<file path="config.mk">
export PLATFORM = sky130hd
export DESIGN_NAME = cache_miss_arbiter
export DESIGN_NICKNAME = d
export VERILOG_FILES = /design/src/rtl/cache_miss_arbiter_pkg.sv /design/src/rtl/cache_miss_arbiter_rr_arbiter.sv /design/src/rtl/cache_miss_arbiter.sv
export SDC_FILE = /design/constraint.sdc
export NUM_CORES = 1
export LEC_CHECK = 0
export BUFFER_PORTS_ARGS = -buffer_cell sky130_fd_sc_hd__buf_4
export CAP_MARGIN = 20
export CORE_AREA = 8 8 155 157
export CTS_CLUSTER_DIAMETER = 150
export CTS_CLUSTER_SIZE = 40
export DETAILED_ROUTE_END_ITERATION = 10
export DIE_AREA = 0 0 163 165
export GPL_ROUTABILITY_DRIVEN = 0
export GPL_TIMING_DRIVEN = 0
export SLEW_MARGIN = 20
export SYNTH_ARGS = -nofsm -noshare
export SYNTH_HDL_FRONTEND = slang
export SYNTH_SLANG_ARGS = --single-unit
</file>
<file path="constraint.sdc">
create_clock -name clk -period 3.5 [get_ports clk]
set_input_delay 0.525 -clock clk [delete_from_list [all_inputs] [get_ports clk]]
set_output_delay 0.525 -clock clk [all_outputs]
set_load 0.005 [all_outputs]
</file>
<file path="src/rtl/cache_miss_arbiter_pkg.sv">
// Shared definitions for the cache miss arbiter.
// Holds the controller state encoding and a small index helper that the
// top level and the arbiter both use.
package cache_miss_arbiter_pkg;

  // Controller states. The encoding is fixed so that state values can be
  // recognised on a debug bus.
  typedef enum logic [1:0] {
    ST_IDLE  = 2'd0,
    ST_EVICT = 2'd1,
    ST_FILL  = 2'd2,
    ST_RESP  = 2'd3
  } state_t;

  // Index width for a port count. The minimum is one bit so that a
  // single-port build still has a legal vector.
  function automatic int idx_width(input int n);
    return (n > 1) ? $clog2(n) : 1;
  endfunction

endpackage

</file>
<file path="src/rtl/cache_miss_arbiter_rr_arbiter.sv">
// rr_arbiter: purely combinational request arbiter.
// Ports:
//   req         in   NUM_PORTS  request vector
//   rr_ptr      in   IDX_W      round-robin start index (ignored when FIXED_PRIO=1)
//   grant_oh    out  NUM_PORTS  one-hot grant, all zero when nobody requests
//   grant_idx   out  IDX_W      binary index of the granted port
//   grant_valid out  1          at least one request is present
module rr_arbiter
  import cache_miss_arbiter_pkg::*;
#(
  parameter int NUM_PORTS  = 2,
  parameter int FIXED_PRIO = 0,
  parameter int IDX_W      = idx_width(NUM_PORTS)
) (
  input  logic [NUM_PORTS-1:0] req,
  input  logic [IDX_W-1:0]     rr_ptr,
  output logic [NUM_PORTS-1:0] grant_oh,
  output logic [IDX_W-1:0]     grant_idx,
  output logic                 grant_valid
);

  // cand_idx[k] is the port examined at search offset k. Offset 0 has the
  // highest priority: the pointer position under round-robin, port 0 under
  // fixed priority.
  logic [IDX_W-1:0] cand_idx [NUM_PORTS];

  for (genvar gi = 0; gi < NUM_PORTS; gi++) begin : g_cand
    assign cand_idx[gi] = (FIXED_PRIO != 0) ? IDX_W'(gi)
                                            : IDX_W'((int'(rr_ptr) + gi) % NUM_PORTS);
  end

  // Scan from the lowest-priority offset upwards so the last hit, which is
  // the highest-priority requester, wins.
  always_comb begin
    grant_idx   = '0;
    grant_valid = 1'b0;
    for (int k = NUM_PORTS - 1; k >= 0; k--) begin
      if (req[cand_idx[k]]) begin
        grant_idx   = cand_idx[k];
        grant_valid = 1'b1;
      end
    end
  end

  for (genvar gi = 0; gi < NUM_PORTS; gi++) begin : g_onehot
    assign grant_oh[gi] = grant_valid && (grant_idx == IDX_W'(gi));
  end

endmodule

</file>
<file path="src/rtl/cache_miss_arbiter.sv">
// cache_miss_arbiter: serialises cache misses from NUM_PORTS caches onto
// one memory port. It writes the dirty victim back first when required,
// then fetches the missing line and returns it with a one-cycle fill strobe.
// Ports:
//   clk, rst_n                  clock, asynchronous active-low reset
//   miss_req/miss_dirty         per-port request level and victim-dirty flag
//   miss_addr/evict_addr        packed per-port line addresses (ADDR_W each)
//   evict_data                  packed per-port victim data (LINE_W each)
//   fill_data, fill_we, done    returned line, one-hot strobe, one-hot completion
//   busy                        a transaction is in progress
//   mem_re/mem_we/mem_addr/mem_wdata/mem_rdata/mem_rdy  memory port
module cache_miss_arbiter
  import cache_miss_arbiter_pkg::*;
#(
  parameter int NUM_PORTS  = 2,
  parameter int ADDR_W     = 16,
  parameter int LINE_W     = 64,
  parameter int FIXED_PRIO = 0
) (
  input  logic                        clk,
  input  logic                        rst_n,
  input  logic [NUM_PORTS-1:0]        miss_req,
  input  logic [NUM_PORTS-1:0]        miss_dirty,
  input  logic [NUM_PORTS*ADDR_W-1:0] miss_addr,
  input  logic [NUM_PORTS*ADDR_W-1:0] evict_addr,
  input  logic [NUM_PORTS*LINE_W-1:0] evict_data,
  output logic [LINE_W-1:0]           fill_data,
  output logic [NUM_PORTS-1:0]        fill_we,
  output logic [NUM_PORTS-1:0]        done,
  output logic                        busy,
  output logic                        mem_re,
  output logic                        mem_we,
  output logic [ADDR_W-1:0]           mem_addr,
  output logic [LINE_W-1:0]           mem_wdata,
  input  logic [LINE_W-1:0]           mem_rdata,
  input  logic                        mem_rdy
);

  localparam int IDX_W = idx_width(NUM_PORTS);

  state_t              state_reg;
  logic [IDX_W-1:0]    grant_reg;
  logic [IDX_W-1:0]    rr_ptr_reg;
  logic [ADDR_W-1:0]   miss_addr_reg;
  logic [ADDR_W-1:0]   evict_addr_reg;
  logic [LINE_W-1:0]   evict_data_reg;
  logic [LINE_W-1:0]   fill_data_reg;

  logic [NUM_PORTS-1:0] arb_oh;
  logic [IDX_W-1:0]     arb_idx;
  logic                 arb_valid;
  logic [IDX_W-1:0]     rr_ptr_next;

  rr_arbiter #(
    .NUM_PORTS  (NUM_PORTS),
    .FIXED_PRIO (FIXED_PRIO),
    .IDX_W      (IDX_W)
  ) u_arb (
    .req         (miss_req),
    .rr_ptr      (rr_ptr_reg),
    .grant_oh    (arb_oh),
    .grant_idx   (arb_idx),
    .grant_valid (arb_valid)
  );

  // The pointer moves to the port just after the winner, wrapping without
  // relying on NUM_PORTS being a power of two.
  assign rr_ptr_next = (arb_idx == IDX_W'(NUM_PORTS - 1)) ? '0 : arb_idx + 1'b1;

  always_ff @(posedge clk or negedge rst_n) begin
    if (!rst_n) begin
      state_reg      <= ST_IDLE;
      grant_reg      <= '0;
      rr_ptr_reg     <= '0;
      miss_addr_reg  <= '0;
      evict_addr_reg <= '0;
      evict_data_reg <= '0;
      fill_data_reg  <= '0;
    end else begin
      case (state_reg)
        ST_IDLE: begin
          if (arb_valid) begin
            // Everything the transaction needs is captured here; port
            // inputs are not looked at again until the next grant.
            grant_reg      <= arb_idx;
            miss_addr_reg  <= miss_addr[arb_idx*ADDR_W +: ADDR_W];
            evict_addr_reg <= evict_addr[arb_idx*ADDR_W +: ADDR_W];
            evict_data_reg <= evict_data[arb_idx*LINE_W +: LINE_W];
            state_reg      <= (|(miss_dirty & arb_oh)) ? ST_EVICT : ST_FILL;
            if (FIXED_PRIO == 0) begin
              rr_ptr_reg <= rr_ptr_next;
            end
          end
        end
        ST_EVICT: begin
          if (mem_rdy) begin
            state_reg <= ST_FILL;
          end
        end
        ST_FILL: begin
          if (mem_rdy) begin
            fill_data_reg <= mem_rdata;
            state_reg     <= ST_RESP;
          end
        end
        default: begin
          state_reg <= ST_IDLE;
        end
      endcase
    end
  end

  // Memory-side outputs decode the state register only, so a request is
  // never driven in IDLE/RESP and read/write are mutually exclusive.
  always_comb begin
    mem_we    = (state_reg == ST_EVICT);
    mem_re    = (state_reg == ST_FILL);
    mem_addr  = '0;
    mem_wdata = '0;
    if (state_reg == ST_EVICT) begin
      mem_addr  = evict_addr_reg;
      mem_wdata = evict_data_reg;
    end else if (state_reg == ST_FILL) begin
      mem_addr  = miss_addr_reg;
    end
  end

  assign busy      = (state_reg != ST_IDLE);
  assign fill_data = fill_data_reg;

  for (genvar gi = 0; gi < NUM_PORTS; gi++) begin : g_resp
    assign done[gi]    = (state_reg == ST_RESP) && (grant_reg == IDX_W'(gi));
    assign fill_we[gi] = (state_reg == ST_RESP) && (grant_reg == IDX_W'(gi));
  end

endmodule
</file>
* Word-level counts from Yosys, hierarchy flattened
Cells that the tools add are included.
Storage, ports and cells: word-level logic and storage cells 50, output and inout bits 151, input port bits 263, register bits 164
Operators by class: add/sub/neg operators 2, equal/unequal tests 6, order comparisons 2, multiplexer cells 17, bitwise logic cells 3, reductions and logical operators 10, shift-type cells 3
Operators with widths (count):
- 128-bit by 8-bit variable part select with 64-bit output | 1
- 64-bit 2-to-1 mux | 1
- 32-bit by 6-bit variable part select with 16-bit output | 2
- 16-bit 2-to-1 mux | 2
- 1-bit 2-to-1 mux | 9
- 2-bit 2-to-1 mux | 4
- 2-bit by 1-bit != test with 1-bit output, second input constant | 3
- 2-bit case mux with 3 select lines | 1
- 2-bit equality test, second input constant | 2
- 1-bit logical AND | 4
- 1-bit by 2-bit < comparator with 1-bit output, second input constant | 2
- 2-bit AND reduction | 2
- 3-bit AND reduction | 1
- 1-bit adder, second input constant | 2
- 2-bit AND | 1
- 2-bit by 1-bit equality test with 1-bit output, second input constant | 1
- 2-bit logical NOT | 1
- 1-bit NOT | 2
- 2-bit nonzero test | 1
- 2-bit OR reduction | 1

* Depth between registers and ports, before layout
Gate-level depths: netlist of run 1.
depth in word-level cells 12, mapped depth 8, depth with buffers taken out 6

* By module
From an unflattened synthesis of run 1, not the netlist that was laid out.
Second synthesis, totals: cell total of the unflattened synthesis 680, area total of the unflattened synthesis 7756.2 sq um
Modules (own cells, without submodules):
- cache_miss_arbiter | times used 1, cells an instance 675, area an instance 7723.7 sq um, sequential area each 4103.9 sq um
- rr_arbiter | times used 1, cells an instance 5, area an instance 32.5 sq um, sequential area each 0.0 sq um

* Worst setup path after synthesis of run 1
Ideal clock, no wire load.
path type register to output, start point reg state_reg[1], end point out mem_addr[10], buffers on the path 3, arrival 1621 ps, path slack 1354 ps, required time 2975 ps, stages on the path, launching flop included 8, cell sequence dfrtp_1 > inv_1 > ha_1 > clkbuf_1 > nor2b_1 > clkbuf_1 > clkbuf_1 > a22o_1
Between the ends: elaborated cells on any way between the ends 4, classes of those cells eq/ne: 2; mux: 2
RTL lines:
- start: declaration | RTL line cache_miss_arbiter.sv:41 | state_t state_reg;
- start signal: assignment | RTL line cache_miss_arbiter.sv:89 | state_reg <= (|(miss_dirty & arb_oh)) ? ST_EVICT : ST_FILL;
- 2-bit by 1-bit equality test with 1-bit output
- named net mem_we | RTL line cache_miss_arbiter.sv:32 | output logic mem_we,
- 16-bit 2-to-1 mux | RTL line cache_miss_arbiter.sv:120 | if (state_reg == ST_EVICT) begin
- end: declaration | RTL line cache_miss_arbiter.sv:33 | output logic [ADDR_W-1:0] mem_addr,
The timed path passes the listed nets, and every way through them passes these cells.

* Final worst setup path of run 1
start point reg state_reg[1], end point out mem_addr[14]
Between the ends: cells in the longest elaborated chain, start to end 3, elaborated cells on any way between the ends 4, classes of those cells eq/ne: 2; mux: 2
RTL lines:
- 2-bit equality test | RTL line cache_miss_arbiter.sv:123 | end else if (state_reg == ST_FILL) begin
- 16-bit 2-to-1 mux | RTL line cache_miss_arbiter.sv:123
- 16-bit 2-to-1 mux (*) | RTL line cache_miss_arbiter.sv:120
Mark *: on every way between the ends. The rest lies on a longest branch, timed or not.

==> results.ini, run 1 <==
[run_status]
status=completed

[yosys]
ys_ff_latch=164
syn-num-nets=845
synth_area_sq_mm=0.00713
ys_async_sr_fraction_pct=100
ys.warnings.count=0
syn_avg_cell_area_sq_um=12.3
yosysSeqAreaShare_pct=57.5
ys.flop_type=dfrtp_1
yosysUniqueCellTypes=25
synth-edff-count=0
syn_inst=578

[pwr]
p_sw_share_pct=33.8
peakVddDrop_mv=0.392
comb_power_share_pct=43.4
p_int_mw=6.14
powerDensity_mw_per_mm2=827
p_switching_mw=3.14
leakage_nw=5.96
pwr-share-clk_pct=20.6
p_seq_share_pct=36.1

[sta]
setup_viol=0
slew_headroom_pct=45.1
fin_crit_ns=3.26
max_freq_ghz=0.307
worst_pin_slew_ns=0.818
hold_viol=0
min_period_over_period_pct=93.1
finalClockSkew_ns=0.0121
final_max_slew_viol_count=0
fin_setup_tns_ns=0
rsz0062_at_grt=no

[clocking]
clk_latency_ns=0.42
htreeDepth=4
cts_tree=yes
clock_path_buffers=2
post_cts_buffers=0
hold_buffers=0
root_buffer=clkbuf_16
cts_resized=0
clk_pin_slew_ns=0.07
cts_buffers=17
cts_sinks=164

[route]
ant_nets=0
routedWlPerCell_um=22.2
post-route-drc-count=0
avgViaCountPerCell=5.00
drt_iter0_drc=689
num_vias=6526
dr.pass1.iters=8
wl_um=28900

[final_layout]
mostFrequentLayoutCells=415 x buf_4, 164 x dfrtp_1, 99 x inv_1
antenna_cells=0
nets=1278
syn_to_final_growth_pct=57.3
drive_gt1_share_pct=52.0
mostFrequentLayoutCell=buf_4
design_area_sq_mm=0.0112
utilization_pct=52.2

[worst_setup_path]
crit_chain=inv_1 > ha_1 > clkbuf_1 > nor2b_1 > clkbuf_1 > clkbuf_1 > a22o_1 > buf_4
path_class=register to primary output
arrival_ns=2.73
startpoint_type=register
critPathMaxStageDelay_ns=0.46
cp.required_ns=2.97
slowest_stage=clkbuf_1
cp_max_fo=10
crit_path_end_kind=primary output
cp_common_cell=clkbuf_1

[global_route]
antenna_found_initial=0
grt_max_degree=86
grt_pass1_vias=7139
grtUsageTotal_pct=21.0
grt_pass1_wl_um=42700
grt_overflow=0

[floorplan]
start_util_pct=33.2
die_w_um=163
core_sq_mm=0.0215
core.rowCount=54
ios=414
die_h_um=165
dieArea_sq_mm=0.0269

[placement]
dp.final_hpwl_um=22900
port-buffer-count=413
placed_cell_area_sq_mm=0.0106

[hold_path]
hp-class=input pin to async pin

[job]
drv_cap=0

area by class of cell:
| class | instances | area, sq um |
|---|---|---|
| Fill cell | 2016 | 10300 |
| Clock inverter | 12 | 141 |
| Inverter | 99 | 372 |
| Tap cell | 280 | 350 |
| Sequential cell | 164 | 4100 |
| Timing Repair Buffer | 414 | 3140 |
| Clock buffer | 20 | 457 |
| Buffer | 51 | 258 |
| Multi-Input combinational cell | 264 | 2400 |
cells in the mapped netlist, drive strengths merged (2+ instances only):
library cell  instances  area (sq um)
a21o                  2          15.0
inv                  99           372
clkbuf               28           105
dfrtp               164          4100
nand2                 3          11.3
ha                    4          50.1
and2                 66           413
a22o                 16           140
mux2                 65           732
nor2b                 2          12.5
buf                  23           153
a222oi               96           961
metal layers:
metal | part of all wire, % | track usage (%)
met1 | 37 | 23.2
met2 | 51 | 35.9
met3 | 11 | 9.17
met4 | 1.9 | 6.34
met5 | 0 | 0
stage by stage:
| step | setup WS [ns] | hold WS (ns) | total power [mW] | instances |
|---|---|---|---|---|
| 3_5_place_dp | 0.656 | 0.471 | 7.46 | 1272 |
| 4_1_cts | 0.187 | 0.103 | 9.42 | 1304 |
| 6_report | 0.240 | 0.0666 | 9.28 | 1304 |
| 5_1_grt | 0.0764 | 0.121 | 9.96 | 1304 |
| 2_1_floorplan | 1.35 | 0.229 | 5.34 | 578 |
| 3_3_place_gp | 0.719 | 0.466 | 7.39 | 1271 |
cells by family (layout without fill, tap and decap cells):
logic type | after synthesis | after routing | share of synthesized area (%)
AO/OA/AOI/OAI | 121 | 121 | 16.3
adder cells (fa/ha/maj) | 4 | 4 | 0.702
buffers and inverters | 150 | 596 | 8.82
flip-flops | 164 | 164 | 57.5
multiplexers | 65 | 65 | 10.3
AND/OR/NAND/NOR | 74 | 74 | 6.35
critical path: cells and delay by family, from the launching register on:
family | cells | cell delay, ns
flops | 1 | 0.39
compound gates | 1 | 0.22
fa+ha+maj | 1 | 0.20
simple gates | 1 | 0.19
buf+inv | 5 | 1.31
final timing paths:
path	startpoint	end	slack, ns	cells after the start
min	rst_n	fill_data[17]	0.07	1
max	state_reg[1]	mem_addr[14]	0.24	8
max in group asynchronous	rst_n	miss_addr_reg[3]	2.59	2
min in group clk	evict_data[11]	evict_data_reg[11]	0.31	3
min reg2reg	evict_data_reg[38]	evict_data_reg[38]	0.49	2
max reg2reg	state_reg[0]	evict_data_reg[31]	1.36	7
power groups by stage:
| stage | combinational [mW] | sequential (mW) | clock (mW) |
|---|---|---|---|
| final | 4.02 | 3.35 | 1.91 |
| after CTS | 4.11 | 3.34 | 1.97 |
| after global routing | 4.44 | 3.46 | 2.05 |
| after detailed placement | 4.10 | 3.35 | 0 |
| after global placement | 4.07 | 3.32 | 0 |
| after floorplan | 2.07 | 3.26 | 0 |
Note: power is estimated with default switching activity, not from simulation.
==> run 2: changes to the inputs <==
--- a/config.mk
+++ b/config.mk
@@ -7,13 +7,15 @@
 export LEC_CHECK = 0
 export BUFFER_PORTS_ARGS = -buffer_cell sky130_fd_sc_hd__buf_4
 export CAP_MARGIN = 20
-export CORE_AREA = 8 8 155 157
+export CORE_AREA = 8 8 153 155
 export CTS_CLUSTER_DIAMETER = 150
 export CTS_CLUSTER_SIZE = 40
 export DETAILED_ROUTE_END_ITERATION = 10
-export DIE_AREA = 0 0 163 165
+export DIE_AREA = 0 0 161 163
 export GPL_ROUTABILITY_DRIVEN = 0
 export GPL_TIMING_DRIVEN = 0
+export PLACE_DENSITY = 0.65
+export REMOVE_ABC_BUFFERS = 1
 export SLEW_MARGIN = 20
 export SYNTH_ARGS = -nofsm -noshare
 export SYNTH_HDL_FRONTEND = slang
==> constraint.sdc (replaced) <==
create_clock -name clk -period 3.2 [get_ports clk]
set_input_delay 0.48 -clock clk [delete_from_list [all_inputs] [get_ports clk]]
set_output_delay 0.48 -clock clk [all_outputs]
set_load 0.005 [all_outputs]
==> results.ini, run 2 (same netlist as run 1, synthesis figures left out) <==
[run_status]
status=completed

[global_route]
grtUsageTotal_pct=19.4
grt_overflow=0
grt_max_degree=94
grt_pass1_vias=6758
antenna_found_initial=0
grt_pass1_wl_um=39900

[placement]
dp.final_hpwl_um=19900
port-buffer-count=413
pre_cts_ws_ns=0.839

[final_layout]
n_fill_cell=1858
multiInputGateArea_sq_mm=0.00244
nets=1236
mostFrequentLayoutCell=buf_4
utilization_pct=54.0
mostFrequentLayoutCells=412 x buf_4, 164 x dfrtp_1, 99 x inv_1
antenna_cells=0
syn_to_final_growth_pct=57.6
drive_gt1_share_pct=53.6
seq_area_sq_mm=0.00410

[route]
post-route-drc-count=0
dr.pass1.iters=9
ant_nets=0
wl_um=26600
drt_iter0_drc=818
num_vias=6377
avgViaCountPerCell=5.07
routedWlPerCell_um=21.2

[clocking]
clock_path_buffers=2
clk_latency_ns=0.42
clk_pin_slew_ns=0.07
cts_resized=0
post_cts_buffers=0
cts_buffers=17
hold_buffers=0
root_buffer=clkbuf_16
cts_tree=yes
cts_sinks=164
htreeDepth=4

[sta]
worst_pin_slew_ns=0.585
setup_viol=0
setup_ws_ns=0.433
finalClockSkew_ns=0.00801
fin_setup_tns_ns=0
min_period_over_period_pct=86.5
max_freq_ghz=0.361
rsz0062_at_grt=no
final_max_slew_viol_count=0
hold_viol=0
fin_crit_ns=2.77
timing.hold.ws_ns=0.00567
slew_headroom_pct=61.0

[worst_setup_path]
endpoint=mem_addr[14]
reg2reg_depth=6
arrival_ns=2.29
path_class=register to primary output
cp.required_ns=2.72
rrSetupSlack_ns=1.07
reg2reg_to=evict_data_reg[8]
r2r_start=state_reg[1]
crit_start=state_reg[1]
startpoint_type=register
crit_path_end_kind=primary output
cp_max_fo=44

[floorplan]
dieArea_sq_mm=0.0262
core.rowCount=53
die_w_um=161
ios=414
die_h_um=163
start_util_pct=34.3
core_sq_mm=0.0208

[hold_path]
hp-class=input pin to async pin

[pwr]
leakage_nw=5.95
powerDensity_mw_per_mm2=914
peakVddDrop_mv=0.470
power.total_mw=10.3

[job]
drv_cap=0

-- run 2: power by group --
group / internal [mW] / switching, mW
clock: 1.21 / 0.955
combinational: 2.51 / 1.97
sequential: 3.10 / 0.525
total: 6.83 / 3.45
-- run 2: per-layer routing --
layer	up-vias	global-route usage (%)	share of wire, %
met4	0	6.23	1.9
met2	318	32.6	49
met5	-	0	0
met1	3130	21.0	37
met3	30	10.1	12
li1	2899	-	-
-- run 2: metrics by stage --
step | instances | instance area (sq um)
global route | 1257 | 11200
global placement | 1215 | 10300
floorplan | 527 | 6880
CTS | 1257 | 11200
detailed placement | 1225 | 10600
finish | 1257 | 11200
-- run 2: final cells by class --
type,count,share of cell area (%)
flip-flops and latches,164,36.5
clock buffers,18,3.91
inverters,99,3.31
well taps,275,3.06
repair buffers,423,29.9
multi-input cells,264,21.7
clock inverters,14,1.64
-- run 2: critical path, stage by stage (launching register included) --
cell	delay (ns)
dfrtp_1	0.42
inv_1	0.16
ha_4	0.43
buf_12	0.27
nor2b_2	0.09
buf_6	0.17
a22o_1	0.19
buf_4	0.14
-- run 2: worst min path at each step --
stage / to / cells past startpoint
6_report: evict_data_reg[61] / 1
5_1_grt: evict_addr_reg[7] / 1
4_1_cts: evict_data_reg[61] / 1
3_5_place_dp: evict_data_reg[46] / 2
3_3_place_gp: evict_data_reg[40] / 2
2_1_floorplan: evict_addr_reg[0] / 0
